==> config.mk <==
export PLATFORM = sky130hd
export DESIGN_NAME = uart_rx
export DESIGN_NICKNAME = d
export VERILOG_FILES = /design/src/rtl/uart_rx.sv
export SDC_FILE = /design/constraint.sdc
export NUM_CORES = 1
export LEC_CHECK = 0
export CAP_MARGIN = 0
export CORE_MARGIN = 3
export CORE_UTILIZATION = 60
export DETAILED_ROUTE_END_ITERATION = 7
export HOLD_SLACK_MARGIN = 0.05
export PLACE_DENSITY_LB_ADDON = 0.08
export SETUP_SLACK_MARGIN = 0.2
export SYNTH_ARGS = -nofsm -noshare
export SYNTH_HDL_FRONTEND = slang
export SYNTH_SLANG_ARGS = --single-unit
==> constraint.sdc <==
create_clock -name CLK_100M -period 2.25 [get_ports CLK_100M]
set_input_delay 0.5625 -clock CLK_100M [delete_from_list [all_inputs] [get_ports CLK_100M]]
set_output_delay 0.5625 -clock CLK_100M [all_outputs]
set_load 0.01 [all_outputs]
==> src/rtl/uart_rx.sv <==
// rtl/uart_rx.sv - 8N1 UART receiver: two-flop synchronizer, mid-bit sampling, break hold-off
// Emits a one-cycle byte strobe per good frame and a one-cycle error strobe on a low stop bit.
module uart_rx #(
  parameter int CLK_FREQ = 100_000_000,
  parameter int BAUD     = 115200
) (
  input  logic       CLK_100M,
  input  logic       SYS_RST,
  input  logic       UART_RXD,
  output logic       UART_RX_DVLD,
  output logic [7:0] UART_RX_DATA,
  output logic       UART_RX_FERR,
  output logic       UART_RX_BUSY
);

  localparam int CLKS_PER_BIT = CLK_FREQ / BAUD;
  localparam int HALF_BIT     = CLKS_PER_BIT / 2;
  localparam int CNT_W        = $clog2(CLKS_PER_BIT);

  localparam logic [CNT_W-1:0] HALF_LAST = CNT_W'(HALF_BIT - 1);
  localparam logic [CNT_W-1:0] BIT_LAST  = CNT_W'(CLKS_PER_BIT - 1);

  typedef enum logic [2:0] {
    S_IDLE,
    S_START,
    S_DATA,
    S_STOP,
    S_BREAK
  } state_t;

  state_t           state, state_n;
  logic [CNT_W-1:0] cnt, cnt_n;
  logic [2:0]       idx, idx_n;
  logic [7:0]       sh, sh_n;
  logic [7:0]       data_n;
  logic             dvld_n, ferr_n;
  logic             rxd_m, rxd_s;

  // Idle-high reset value keeps a reset from looking like a start edge.
  always_ff @(posedge CLK_100M) begin
    if (SYS_RST) begin
      rxd_m <= 1'b1;
      rxd_s <= 1'b1;
    end else begin
      rxd_m <= UART_RXD;
      rxd_s <= rxd_m;
    end
  end

  always_ff @(posedge CLK_100M) begin
    if (SYS_RST) begin
      state        <= S_IDLE;
      cnt          <= '0;
      idx          <= '0;
      sh           <= '0;
      UART_RX_DATA <= 8'h00;
      UART_RX_DVLD <= 1'b0;
      UART_RX_FERR <= 1'b0;
    end else begin
      state        <= state_n;
      cnt          <= cnt_n;
      idx          <= idx_n;
      sh           <= sh_n;
      UART_RX_DATA <= data_n;
      UART_RX_DVLD <= dvld_n;
      UART_RX_FERR <= ferr_n;
    end
  end

  always_comb begin
    state_n = state;
    cnt_n   = cnt;
    idx_n   = idx;
    sh_n    = sh;
    data_n  = UART_RX_DATA;
    dvld_n  = 1'b0;
    ferr_n  = 1'b0;

    case (state)
      S_IDLE: begin
        cnt_n = '0;
        if (!rxd_s) state_n = S_START;
      end

      // A start bit that is gone by mid-bit is treated as line noise.
      S_START: begin
        if (cnt == HALF_LAST) begin
          cnt_n   = '0;
          idx_n   = '0;
          state_n = rxd_s ? S_IDLE : S_DATA;
        end else begin
          cnt_n = cnt + CNT_W'(1);
        end
      end

      S_DATA: begin
        if (cnt == BIT_LAST) begin
          cnt_n = '0;
          sh_n  = {rxd_s, sh[7:1]};
          if (idx == 3'd7) state_n = S_STOP;
          else             idx_n   = idx + 3'd1;
        end else begin
          cnt_n = cnt + CNT_W'(1);
        end
      end

      // Leaving at mid-stop-bit leaves half a bit of slack for the next start edge.
      S_STOP: begin
        if (cnt == BIT_LAST) begin
          cnt_n = '0;
          if (rxd_s) begin
            data_n  = sh;
            dvld_n  = 1'b1;
            state_n = S_IDLE;
          end else begin
            ferr_n  = 1'b1;
            state_n = S_BREAK;
          end
        end else begin
          cnt_n = cnt + CNT_W'(1);
        end
      end

      S_BREAK: begin
        cnt_n = '0;
        if (rxd_s) state_n = S_IDLE;
      end

      default: begin
        cnt_n   = '0;
        state_n = S_IDLE;
      end
    endcase
  end

  assign UART_RX_BUSY = (state != S_IDLE);

endmodule

After elaboration in Yosys (flattened, before gate mapping)
Index checks and enable logic that the tools add are counted.
- input bits: 3
- output and inout port bits: 11
- register bits: 36
- logic and storage cells: 54
- bitwise gates (word level): 2
- equal/unequal tests: 14
- multiplexer cells: 18
- add/sub/neg operators: 2
- reduce and logical (&&, ||, !) cells: 9
- operators with widths (kind ; count):
    2-to-1 mux 3 bit ; 10
    2-to-1 mux 10 bit ; 2
    one-hot mux 10 bit (2 select lines) ; 1
    one-hot mux 3 bit (5 select lines) ; 1
    inequality test 2 bit, second input constant ; 7
    adder 10 x 1 -> 10 bit, second input constant ; 1
    equality test 10 bit, second input constant ; 1
    equality test 10 x 9 -> 1 bit, second input constant ; 1
    equality test 3 x 2 -> 1 bit, second input constant ; 2
    equality test 3 bit, second input constant ; 2
    one-hot mux 3 bit (2 select lines) ; 1
    AND reduction 6 bit ; 1
    AND reduction 4 bit ; 1
    adder 3 x 1 -> 3 bit, second input constant ; 1
    equality test 3 x 1 -> 1 bit, second input constant ; 1
    zero test 3 bit ; 1
    AND reduction 3 bit ; 1
    nonzero test 3 bit ; 1
    OR reduction 3 bit ; 1
    2-to-1 mux 1 bit ; 2
    2-to-1 mux 2 bit ; 1
    NOT 1 bit ; 2
    AND reduction 2 bit ; 1
    nonzero test 2 bit ; 1
    OR reduction 2 bit ; 1

Depth between registers and ports, before layout
- depth in word-level cells: 4
- gate-level depth with buffers: 6
- gate-level depth less buffers: 6

Worst setup path after synthesis
OpenSTA, ideal clock, no wires.
- kind: register to register
- start: register cnt[0]
- end: register UART_RX_DATA[0]
- clock period less this slack: 1.533 ns
- slack: 0.717 ns
- arrival time: 1.405 ns
- data required time: 2.122 ns
- stages on the path, launching flop included: 7
- buffers on the path: 1
- library setup time: 0.128 ns
- cells stage by stage: dfxtp_1 ha_1 and4bb_2 and4_2 buf_6 mux2i_1 nor2_1
- word-level cells in the longest chain between the ends: 2
- RTL lines (element ; line ; RTL):
    start, declared ; 32 ; logic [CNT_W-1:0] cnt, cnt_n;
    start signal, assigned ; 61 ; cnt <= cnt_n;
    equality test 10 bit ; 109 ; if (cnt == BIT_LAST) begin
    AND reduction 3 bit (no source line) ; -- ;
    end signal, assigned ; 64 ; UART_RX_DATA <= data_n;
    end, declared ; 11 ; output logic [7:0] UART_RX_DATA,
Every way passes these cells.
A chain may end at the register's enable or synchronous reset.

Worst setup path in the final report
- start: register state[2]
- end: output port UART_RX_BUSY
- word-level cells in the longest chain between the ends: 1
- RTL lines (element ; line ; RTL):
    start, declared ; 31 ; state_t state, state_n;
    start signal, assigned ; 60 ; state <= state_n;
    nonzero test 3 bit ; 136 ; assign UART_RX_BUSY = (state != S_IDLE);
    end, declared ; 13 ; output logic UART_RX_BUSY
Every way passes these cells.

==> results.json <==
{
  "die_h_um": 57.1,
  "setup_viol": 0,
  "wl_per_cell_um": 13.9,
  "maxCapViolations": 0,
  "fillCellCount": 184,
  "reg2reg_slack_ns": 0.49,
  "end_kind": "output pin",
  "rsz0062_at_grt": "no",
  "design.die.area_um2": 3260,
  "grt_overflow": 0,
  "dr_total_vias": 1194,
  "synth_top_area_cell": "dfxtp_1",
  "ys_types": 39,
  "setup_tns_ns": 0,
  "async_reset_ff_share_pct": 0,
  "netlist.area_leader.share_pct": 46.0,
  "ioPinCount": 14,
  "gp_congestion": 0.808,
  "fp.dieW_um": 57.1,
  "cts_tree": "built",
  "hpwl_um": 2110,
  "outcome": "finished, final reports clean",
  "crit_fanout": 6,
  "start_kind": "flip-flop",
  "synth_nets": 172,
  "grt_pass1_wl_um": 5100,
  "antenna_found_initial": 0,
  "fin_crit_sh_pct": 85.4,
  "syn_avg_cell_area_um2": 9.49,
  "start_util_pct": 67.0,
  "synth_compound_area_share_pct": 7.43,
  "worstPathArrival_ns": 1.36,
  "final_core_util_pct": 74.7,
  "slew_headroom_pct": 71.8,
  "portBuffers": 13,
  "synth.yosys.seq_area_share_pct": 46.0,
  "drive_gt1_share_pct": 11.6,
  "grt_usage_pct": 20.1,
  "first_global_vias": 1125,
  "synth-simple-area-share_pct": 26.7,
  "num_rows": 17,
  "cts_root_buffer": "clkbuf_4",
  "synth-edff-count": 0,
  "clkTransAtPathRegs_ns": 0.10,
  "cts-hold-fix-buffers": 0,
  "syn_area_um2": 1570,
  "synth_common_cells": "36 x dfxtp_1, 23 x nor2_1, 12 x nand3_1, 11 x mux2i_1, 11 x nand2_1",
  "fin_crit_ns": 1.92,
  "cts.sinks": 36,
  "p_leak_nw": 0.592,
  "postCtsSetupRepairBufs": 0,
  "core_area_um2": 2340,
  "h-tree-depth": 2,
  "clock_path_buffers": 2,
  "synth.ff_latch_count": 36,
  "synth_top_flop_cell": "dfxtp_1",
  "vdd_drop_max_uv": 555,
  "synth-xor-area-share_pct": 4.47,
  "via_per_inst": 5.71,
  "required_ns": 1.69,
  "synth_adder_area_share_pct": 3.19,
  "final_nets": 187,
  "cts_made_buffers": 5,
  "ant_nets": 0,
  "drt_wl_total_um": 2920,
  "syn_to_final_growth_pct": 11.5,
  "max_freq_ghz": 0.521,
  "dr.pass1.iters": 4,
  "insertion_delay_ns": 0.34,
  "num_antenna_cells": 0,
  "ctsResizeCount": 2,
  "ys.warnings.count": 0,
  "drtIter0Drc": 35,
  "yosysMostFrequentCell": "dfxtp_1",
  "dp_slack_ns": 0.470,
  "grt_max_degree": 18,
  "finClkSkew_ns": 0.00606,
  "post-route-drc-count": 0,
  "drv_slew": 0,
  "fin_ws_ns": 0.329,
  "tightest_slew_ns": 0.423,
  "p_per_area_nw_per_um2": 589,
  "final_hold_viol_count": 0,
  "hold_path.class": "reg2reg",
  "synth_cells": 165,
  "muxShareOfSynthArea_pct": 7.03,
  "synth_top_family_by_area": "simple AND/OR/NAND/NOR gates",
  "critical_path_class": "reg2out",
  "synth_area_leaders": "dfxtp_1 46%, mux2i_1 7.0%, nor2_1 5.5%, nand3_1 3.8%, a21oi_1 3.2%"
}
[logic make-up after synthesis]
logic type      Yosys count
simple gates             76
flops                    36
fa+ha+maj                 4
mux                      11
compound gates           19
xor+xnor                  8
buf+inv                  11
[per-layer routing]
layer	up-vias	global-route usage [%]	share of wire, %
li1	600	-	-
met3	7	6.79	4.0
met2	24	29.5	47
met5	-	0	0
met4	0	8.61	1.8
met1	563	26.8	48
[power breakdown]
group	switching, mW	internal, mW	total (mW)	leakage (nW)
clock	0.208	0.153	0.361	0.0315
combinational	0.0139	0.0119	0.0257	0.269
sequential	0.00352	0.640	0.643	0.291
[worst max-delay path, cell delays in order, from the launching register on]
cell	delay [ns]
dfxtp_1	0.37
or3_1	0.37
dlygate4sd2_1	0.29
[area by class of cell]
class / instances / area, um2 / share of cell area, %
Timing Repair Buffer: 16 / 151 / 8.67
Sequential cell: 36 / 722 / 41.3
Clock inverter: 1 / 7.51 / 0.430
Tap cell: 28 / 35.0 / 2.01
Clock buffer: 7 / 55.1 / 3.15
Multi-Input combinational cell: 118 / 764 / 43.8
Inverter: 3 / 11.3 / 0.645
[path summary, 6_finish.rpt]
path,start,end,cells after the start
min,rxd_m,rxd_s,1
max reg2reg,cnt[0],UART_RX_DATA[3],5
min reg2reg,rxd_m,rxd_s,1
max,state[2],UART_RX_BUSY,2
[state kept, by name, summed over array words and instances (netlist names)]
| register | flops |
|---|---|
| UART_RX_DATA | 8 |
| UART_RX_DVLD | 1 |
| UART_RX_FERR | 1 |
| cnt | 10 |
| idx | 3 |
| rxd_m | 1 |
| rxd_s | 1 |
| sh | 8 |
| state | 3 |
[cell usage in the layout (no fill, tap or decap), types with 3 or more instances in the layout]
master	n
ha_1	4
dfxtp_1	35
xor2_1	5
a21oi_1	10
xnor2_1	3
clkbuf_4	5
buf_4	3
mux2i_1	11
clkdlybuf4s50_1	12
nand4_1	4
a31oi_1	3
nand2_1	11
inv_1	3
nor2_1	23
nand3_1	12
nand2b_1	4
[metrics by stage]
stage | instances | total power, mW | hold WS [ns] | cell area (um2)
floorplan | 165 | 0.676 | 0.389 | 1570
global placement | 201 | 0.683 | 0.411 | 1680
detailed placement | 201 | 0.684 | 0.408 | 1680
CTS | 209 | 1.04 | 0.441 | 1750
global route | 209 | 1.08 | 0.454 | 1750
finish | 209 | 1.03 | 0.430 | 1750
Note: power is estimated with default switching activity, not from simulation.
